## src/rtl/spi_pkg.sv

```systemverilog
// Shared FSM encoding, mode constants and helpers for the SPI master.
package spi_pkg;

    typedef enum logic [2:0] {
        ST_IDLE   = 3'd0,
        ST_SETUP  = 3'd1,
        ST_SCK_LO = 3'd2,
        ST_SCK_HI = 3'd3,
        ST_DONE   = 3'd4
    } spi_state_e;

    localparam logic MODE_SINGLE = 1'b0;
    localparam logic MODE_DUAL   = 1'b1;
    localparam logic DIR_READ    = 1'b0;
    localparam logic DIR_WRITE   = 1'b1;

    localparam int unsigned EDGE_W = 4;

    // Per-byte options captured when a transfer is accepted.
    typedef struct packed {
        logic dual;
        logic hold;
    } xfer_cfg_t;

    // Rising SCK edges needed to move one byte.
    function automatic logic [EDGE_W-1:0] edges_per_byte(input logic dual);
        return (dual == MODE_DUAL) ? EDGE_W'(4) : EDGE_W'(8);
    endfunction

endpackage

```

## src/rtl/spi_clkgen.sv

```systemverilog
// SCK half-period timer: reloads div on load_i, then ticks in the last cycle of every div+1 window.
module spi_clkgen #(
    parameter int unsigned DIV_W = 8
) (
    input  logic             clk,
    input  logic             rst_n,
    input  logic             load_i,
    input  logic [DIV_W-1:0] div_i,
    output logic             tick_o
);

    logic [DIV_W-1:0] div_q;
    logic [DIV_W-1:0] cnt_q;
    logic             tick_q;

    // tick_q mirrors (cnt_q == 0) so the FSM sees the phase end without extra decode.
    always_ff @(posedge clk or negedge rst_n) begin
        if (!rst_n) begin
            div_q  <= '0;
            cnt_q  <= '0;
            tick_q <= 1'b0;
        end else if (load_i) begin
            div_q  <= div_i;
            cnt_q  <= div_i;
            tick_q <= (div_i == '0);
        end else if (tick_q) begin
            cnt_q  <= div_q;
            tick_q <= (div_q == '0);
        end else begin
            cnt_q  <= cnt_q - DIV_W'(1);
            tick_q <= (cnt_q == DIV_W'(1));
        end
    end

    assign tick_o = tick_q;

endmodule

```

## src/rtl/spi_master.sv

```systemverilog
// Mode-0 SPI master moving one byte per start, single or dual I/O, with held chip-select support.
module spi_master
    import spi_pkg::*;
#(
    parameter  int unsigned NUM_CS = 2,
    parameter  int unsigned DIV_W  = 8,
    localparam int unsigned CS_W   = (NUM_CS > 1) ? $clog2(NUM_CS) : 1
) (
    input  logic              CLK1,
    input  logic              RST_N,
    input  logic              start,
    input  logic              dual,
    input  logic              dual_dir,
    input  logic [7:0]        wr_data,
    input  logic [DIV_W-1:0]  div,
    input  logic [CS_W-1:0]   cs_sel,
    input  logic              cs_hold,
    input  logic              cs_release,
    output logic [7:0]        rd_data,
    output logic              busy,
    output logic              done,
    output logic              SPI_SCK,
    output logic [NUM_CS-1:0] SPI_SS,
    output logic              IO0_O,
    output logic              IO0_OE,
    input  logic              IO0_I,
    output logic              IO1_O,
    output logic              IO1_OE,
    input  logic              IO1_I
);

    spi_state_e        state_q;
    xfer_cfg_t         cfg_q;
    logic [7:0]        tx_q;
    logic [7:0]        rx_q;
    logic [7:0]        rd_q;
    logic [EDGE_W-1:0] edges_q;
    logic [CS_W-1:0]   cs_q;
    logic              held_q;
    logic [NUM_CS-1:0] ss_q;
    logic              sck_q;
    logic              busy_q;
    logic              done_q;
    logic              io0_q;
    logic              io1_q;
    logic              oe0_q;
    logic              oe1_q;

    logic              tick;
    logic              load_c;
    logic [CS_W-1:0]   cs_idx_c;
    logic [7:0]        rx_next_c;

    assign load_c   = (state_q == ST_IDLE) && start;
    assign cs_idx_c = held_q ? cs_q : cs_sel;

    // Dual mode takes the higher bit from IO1.
    always_comb begin
        rx_next_c = {rx_q[6:0], IO1_I};
        if (cfg_q.dual == MODE_DUAL) begin
            rx_next_c = {rx_q[5:0], IO1_I, IO0_I};
        end
    end

    spi_clkgen #(
        .DIV_W (DIV_W)
    ) u_clkgen (
        .clk    (CLK1),
        .rst_n  (RST_N),
        .load_i (load_c),
        .div_i  (div),
        .tick_o (tick)
    );

    always_ff @(posedge CLK1 or negedge RST_N) begin
        if (!RST_N) begin
            state_q <= ST_IDLE;
            cfg_q   <= '0;
            tx_q    <= '0;
            rx_q    <= '0;
            rd_q    <= '0;
            edges_q <= '0;
            cs_q    <= '0;
            held_q  <= 1'b0;
            ss_q    <= '1;
            sck_q   <= 1'b0;
            busy_q  <= 1'b0;
            done_q  <= 1'b0;
            io0_q   <= 1'b0;
            io1_q   <= 1'b0;
            oe0_q   <= 1'b0;
            oe1_q   <= 1'b0;
        end else begin
            done_q <= 1'b0;
            unique case (state_q)
                ST_IDLE: begin
                    if (start) begin
                        state_q    <= ST_SETUP;
                        busy_q     <= 1'b1;
                        cfg_q.dual <= dual;
                        cfg_q.hold <= cs_hold;
                        cs_q       <= cs_idx_c;
                        ss_q       <= ~(NUM_CS'(1) << cs_idx_c);
                        rx_q       <= '0;
                        edges_q    <= '0;
                        // First bit(s) are presented for the whole setup phase.
                        if (dual == MODE_DUAL) begin
                            io1_q <= wr_data[7];
                            io0_q <= wr_data[6];
                            tx_q  <= {wr_data[5:0], 2'b00};
                            oe0_q <= (dual_dir == DIR_WRITE);
                            oe1_q <= (dual_dir == DIR_WRITE);
                        end else begin
                            io1_q <= 1'b0;
                            io0_q <= wr_data[7];
                            tx_q  <= {wr_data[6:0], 1'b0};
                            oe0_q <= 1'b1;
                            oe1_q <= 1'b0;
                        end
                    end else if (cs_release) begin
                        ss_q   <= '1;
                        held_q <= 1'b0;
                    end
                end
                ST_SETUP: begin
                    if (tick) begin
                        state_q <= ST_SCK_HI;
                        sck_q   <= 1'b1;
                        rx_q    <= rx_next_c;
                        edges_q <= edges_q + EDGE_W'(1);
                    end
                end
                ST_SCK_HI: begin
                    if (tick) begin
                        state_q <= ST_SCK_LO;
                        sck_q   <= 1'b0;
                        if (cfg_q.dual == MODE_DUAL) begin
                            io1_q <= tx_q[7];
                            io0_q <= tx_q[6];
                            tx_q  <= {tx_q[5:0], 2'b00};
                        end else begin
                            io0_q <= tx_q[7];
                            tx_q  <= {tx_q[6:0], 1'b0};
                        end
                    end
                end
                ST_SCK_LO: begin
                    if (tick) begin
                        if (edges_q == edges_per_byte(cfg_q.dual)) begin
                            state_q <= ST_DONE;
                            busy_q  <= 1'b0;
                            done_q  <= 1'b1;
                            rd_q    <= rx_q;
                            oe0_q   <= 1'b0;
                            oe1_q   <= 1'b0;
                            io0_q   <= 1'b0;
                            io1_q   <= 1'b0;
                            held_q  <= cfg_q.hold;
                            if (!cfg_q.hold) begin
                                ss_q <= '1;
                            end
                        end else begin
                            state_q <= ST_SCK_HI;
                            sck_q   <= 1'b1;
                            rx_q    <= rx_next_c;
                            edges_q <= edges_q + EDGE_W'(1);
                        end
                    end
                end
                ST_DONE: begin
                    state_q <= ST_IDLE;
                end
                default: begin
                    state_q <= ST_IDLE;
                end
            endcase
        end
    end

    assign rd_data = rd_q;
    assign busy    = busy_q;
    assign done    = done_q;
    assign SPI_SCK = sck_q;
    assign SPI_SS  = ss_q;
    assign IO0_O   = io0_q;
    assign IO0_OE  = oe0_q;
    assign IO1_O   = io1_q;
    assign IO1_OE  = oe1_q;

endmodule

```

## config.mk

```make
export PLATFORM = sky130hd
export DESIGN_NAME = spi_master
export DESIGN_NICKNAME = d
export VERILOG_FILES = /design/src/rtl/spi_pkg.sv /design/src/rtl/spi_clkgen.sv /design/src/rtl/spi_master.sv
export SDC_FILE = /design/constraint.sdc
export NUM_CORES = 1
export LEC_CHECK = 0
export ABC_CLOCK_PERIOD_IN_PS = 3800
export CORE_ASPECT_RATIO = 1.2
export CORE_MARGIN = 10
export CORE_UTILIZATION = 45
export DETAILED_ROUTE_END_ITERATION = 10
export DONT_BUFFER_PORTS = 1
export PLACE_DENSITY_LB_ADDON = 0.1
export SKIP_CTS_REPAIR_TIMING = 1
export SLEW_MARGIN = 20
export SYNTH_ARGS = -nofsm -noshare
export SYNTH_HDL_FRONTEND = slang
export SYNTH_HIERARCHICAL = 1
export SYNTH_SLANG_ARGS = --single-unit
```

## constraint.sdc

```tcl
create_clock -name CLK1 -period 3.8 [get_ports CLK1]
set_input_delay 0.38 -clock CLK1 [delete_from_list [all_inputs] [get_ports CLK1]]
set_output_delay 0.38 -clock CLK1 [all_outputs]
set_load 0.005 [all_outputs]
```

After elaboration in Yosys (flattened, before gate mapping):

Index checks and enable logic that the tools add are counted.

* bits in registers: 61
* logic and storage cells: 127
* input port bits: 26
* output and inout port bits: 17

* $add $sub $neg: 2
* eq/ne operators: 16
* multiplexer cells: 67
* reduce and logical (&&, ||, !) cells: 20
* shift operators: 1
* bitwise logic cells: 1

Operators by type and width (number)
* $mux W8: 11
* $mux W1: 29
* $reduce_and A5 Y1: 5
* $pmux W8 S3: 1
* $mux W4: 5
* $logic_not A8 Y1: 2
* $pmux W8 S2: 1
* $mux W3: 5
* $ne A2 B2 Y1 const B: 7
* $pmux W3 S4: 1
* $pmux W4 S3: 1
* $mux W2: 5
* $pmux W1 S3: 3
* $reduce_bool A3 Y1: 3
* $eq A8 B1 Y1 const B: 1
* $pmux W1 S2: 4
* $reduce_and A4 Y1: 2
* $sub A8 B1 Y8 const B: 1
* $eq A3 B2 Y1 const B: 2
* $ne A2 B1 Y1 const B: 3
* $reduce_and A3 Y1: 2
* $reduce_and A6 Y1: 1
* $add A4 B1 Y4 const B: 1
* $eq A4 B4 Y1: 1
* 9 further kinds: 10

Depth between registers and ports, before layout:

* word-level depth: 5
* gate-level depth with buffers: 7

Cells and area by module:

The synthesis kept the hierarchy.

Modules (own cells, without submodules)
* spi_master: sequential area each 1078.5 um2, area each 2336.0 um2, times used 1, cells an instance 203
* spi_clkgen: sequential area each 425.4 um2, area each 874.6 um2, times used 1, cells an instance 90

Worst setup path before layout:

Ideal clock, no wire load.

* path kind: reg2reg
* start: register state_q[0]
* end: register u_clkgen.cnt_q[0]
* path slack: 1860 ps
* data required time: 3675 ps
* arrival time: 1815 ps
* setup time: 125 ps
* stages on the path, launching flop included: 5
* cells stage by stage: dfrtp_1 nor4b_4 clkbuf_1 clkbuf_1 mux2_2

* longest elaborated chain between the ends: 3

Ends and longest elaborated chain
* start: declaration: RTL line spi_master.sv:32 `spi_state_e state_q;`
* start signal: assignment: RTL line spi_master.sv:77 `state_q <= ST_IDLE;`
* start signal: assignment: RTL line spi_master.sv:98 `state_q <= ST_SETUP;`
* start signal: assignment: RTL line spi_master.sv:127 `state_q <= ST_SCK_HI;`
* $logic_not A3 Y1: RTL line spi_master.sv:54 `assign load_c = (state_q == ST_IDLE) && start;`
* $logic_and A1 B1 Y1: RTL line spi_master.sv:54
* net load_c: RTL line spi_master.sv:50 `logic load_c;`
* $mux W8: RTL line spi_clkgen.sv:22 `end else if (load_i) begin`
* end signal: assignment: RTL line spi_clkgen.sv:24 `cnt_q <= div_i;`
* end signal: assignment: RTL line spi_clkgen.sv:27 `cnt_q <= div_q;`
* end signal: assignment: RTL line spi_clkgen.sv:30 `cnt_q <= cnt_q - DIV_W'(1);`
* end: declaration: RTL line spi_clkgen.sv:13 `logic [DIV_W-1:0] cnt_q;`

The timed path passes the listed nets, and every way through them passes these cells.
A chain may end at the register's enable or synchronous reset.

Final worst setup path:

* start: register cfg_q[1] (netlist bit)
* end: register rd_q[6] (netlist: rd_data[6])

* longest elaborated chain between the ends: 3

Ends and longest elaborated chain
* start: declaration: RTL line spi_master.sv:33 `xfer_cfg_t cfg_q;`
* $mux W4: RTL line spi_pkg.sv:27 `return (dual == MODE_DUAL) ? EDGE_W'(4) : EDGE_W'(8);`
* $eq A4 B4 Y1: RTL line spi_master.sv:149 `if (edges_q == edges_per_byte(cfg_q.dual)) begin`
* $reduce_and A3 Y1 (no source line)
* end signal: assignment: RTL line spi_master.sv:153 `rd_q <= rx_q;`
* end: declaration: RTL line spi_master.sv:36 `logic [7:0] rd_q;`

No other way between the ends.

==> impl_metrics.py <==
metrics = {
    "synthesis": {
        "synth_cell_type_count": 64,
        "post-synth-top-area-cell": "dfrtp_1",
        "synth.net_count": 323,
        "synth.area.top_cells": "dfrtp_1, mux2_2, mux2i_1",
        "synthSimpleGateAreaFrac_pct": 15.2,
        "netlist_instances": 293,
        "yosysMostFrequentCell": "dfrtp_1",
        "synth_top_family_by_area": "multiplexers",
        "synth_xor_area_share_pct": 1.09,
        "synth_compound_area_share_pct": 13.2,
        "synth_common_cells": "dfrtp_1, mux2_2, mux2i_1, nand2_1, nor2_1",
        "synth_area_sq_um": 3210,
        "synth_fa_ha_area_share_pct": 1.56,
        "yosysTopAreaCellShare_pct": 45.2,
        "seq_area_frac_synth_pct": 46.8,
        "synth_seq_cells": 60,
        "ys_warn_count": 6,
        "synth_edf_count": 0,
        "synth_area_per_cell_sq_um": 11.0,
        "synthArstFlopShare_pct": 100,
        "synth_mux_area_share_pct": 17.4,
        "synth_ff_type": "dfrtp_1",
    },
    "route": {
        "ant_nets": 0,
        "post_drt_wl_per_cell_microns": 17.0,
        "remaining_drc_errors": 0,
        "vias": 2141,
        "drt_iter0_drc": 66,
        "via_per_inst": 5.56,
        "routed_wl_microns": 6540,
        "dr.pass1.iters": 4,
    },
    "placement": {
        "dp_hpwl_microns": 4440,
        "numPortBuffers": 0,
        "gp_congestion": 0.771,
    },
    "finish": {
        "nets": 323,
        "nFillCells": 605,
        "multiInputGateArea_sq_um": 1560,
        "drive_above_1_share_pct": 19.1,
        "area_growth_pct": 8.65,
        "diodes": 0,
        "seq_area_sq_um": 1500,
    },
    "clock_tree": {
        "clock-sinks": 60,
        "cts_tree": "done",
        "cts-root-buf": "clkbuf_8",
        "clkSlewWorstSetupHoldPaths_ns": 0.08,
        "clk_latency_ns": 0.34,
        "clk_path_buf_depth": 2,
        "htree_num_levels": 3,
        "cts_buffers": 9,
    },
    "grt": {
        "grtUsageTotal_pct": 12.1,
        "grt_max_degree": 61,
        "overflow": 0,
        "antenna_found_initial": 0,
        "grt_pass1_wl_microns": 10900,
        "grt_pass1_vias": 2119,
    },
    "timing": {
        "tns_ns": 0,
        "fin_skew_ns": 0.0142,
        "slew_violations": 0,
        "period_needed_ns": 2.53,
        "max_slew.worst_pin.slew_ns": 0.933,
        "max_freq_mhz": 395,
        "rsz0062_at_grt": "false",
        "hold_viol_final": 0,
        "hold_slack_ns": 0.173,
        "relSlewSlack_pct": 37.8,
        "fin_crit_sh_pct": 66.6,
        "setup_violations": 0,
    },
    "worst_setup_path": {
        "crit_required_ns": 4.02,
        "cp_slowest_cell": "dfrtp_1",
        "slowest_delay_ns": 0.96,
        "startpoint_type": "flop",
        "worst-path-buf-inv": 0,
        "endpoint_kind": "flop",
        "crit_type": "reg2reg",
        "path_delay_family": "simple AND/OR/NAND/NOR gates",
        "crit_chain": "and4b_1, o21ai_2, or3_1, mux2_4",
        "timing.critical_path.arrival_ns": 2.75,
        "startpoint": "cfg_q[1]",
        "r2r-start": "cfg_q[1]",
        "crit_path_max_fanout": 26,
    },
    "floorplan": {
        "num_rows": 33,
        "start_util_pct": 46.6,
        "die_y_microns": 113,
        "core-area_sq_um": 6900,
        "dieArea_sq_um": 10900,
        "io_pins": 43,
        "fp.dieW_microns": 97.1,
    },
    "power": {
        "total_power_mw": 2.05,
        "leakage_nw": 1.52,
        "powerDensity_nw_per_um2": 588,
        "vdd_drop_max_mv": 0.333,
    },
    "hold_path": {
        "min_from": "div[6]",
        "hold_class": "in2reg",
    },
    "flow_run": {
        "maxCapViolCount": 0,
    },
    "run_status": {
        "status": "finished, final reports clean",
    },
}
[cells by family after synthesis]
logic type                 Yosys count
muxes                               49
xor gates and xnor gates             4
buffers and inverters               30
and+or+nand+nor                     83
AOI/OAI and AO/OA                   63
adders and majority gates            4
DFF                                 60
[cell type report]
| class | count | area share [%] |
|---|---|---|
| inverter | 15 | 1.61 |
| timing repair buffer | 4 | 1.51 |
| sequential | 60 | 43.1 |
| clock buffer | 12 | 3.87 |
| clock inverter | 4 | 2.15 |
| tap | 87 | 3.12 |
| multi-input combinational | 203 | 44.6 |
[worst register-to-register path, cell delays in order, from the launching register on]
cell and delay [ns]:
dfrtp_1 0.96, and4b_1 0.36, o21ai_2 0.09, or3_1 0.61, mux2_4 0.39
[sequential cells by signal (all words and copies together) (netlist names)]
signal           count
busy                 1
done                 1
rx_q                 8
tx_q                 7
IO0_O                1
cfg_q                2
IO1_O                1
u_clkgen/tick_o      1
u_clkgen/cnt_q       8
rd_data              8
SPI_SS               2
held_q               1
u_clkgen/div_q       8
edges_q              4
SPI_SCK              1
cs_q                 1
IO0_OE               1
state_q              3
IO1_OE               1
[path summary, 6_finish.rpt]
check                                    end  slack, ns  cells after the start
max                               rd_data[6]       1.27                      4
max in group asynchronous          SPI_SS[1]       2.94                      2
min                        u_clkgen/cnt_q[6]       0.17                      2
min in group asynchronous               cs_q       0.57                      2
min reg2reg                  u_clkgen/tick_o       0.48                      1
max reg2reg                       rd_data[6]       1.27                      4
[metrics by stage]
step | util, % | area [sq um] | cells | worst slack (ns)
5_1_grt | 50.6 | 3490 | 385 | 1.11
4_1_cts | 50.0 | 3450 | 383 | 1.27
3_5_place_dp | 47.0 | 3240 | 367 | 1.27
3_3_place_gp | 47.0 | 3240 | 367 | 1.34
6_report | 50.6 | 3490 | 385 | 1.27
2_1_floorplan | - | 3210 | 293 | 1.86
[layout by cell type, fill, tap and decap left out, types with 3 or more instances in the layout]
cell      instances
nor3_1            3
nand3_1           5
nor2_1           18
nor3b_1           4
o31ai_1           4
o21ai_0          14
clkbuf_8          9
ha_1              4
nor2b_1           7
clkbuf_1          3
o21ai_1           4
a21oi_1          11
nor4_1            3
dfrtp_1          58
mux2_2           22
nand2_1          18
a211oi_1          5
mux2_4            8
inv_1            15
nand3b_1          3
mux2i_1          18
o21a_1            3
[power breakdown]
group	total [mW]	internal (mW)	leakage (nW)	switching [mW]
sequential	0.958	0.789	0.735	0.168
combinational	0.471	0.245	0.685	0.226
clock	0.622	0.370	0.0968	0.252
[routing by layer]
metal,global-route usage (%),up-vias,routed length (microns)
met1,14.3,1030,2960
met2,18.4,39,2960
li1,-,1060,-
met3,5.40,12,510
met4,5.32,0,117
met5,0,-,0
No activity file was read; power rests on OpenSTA's default activity.
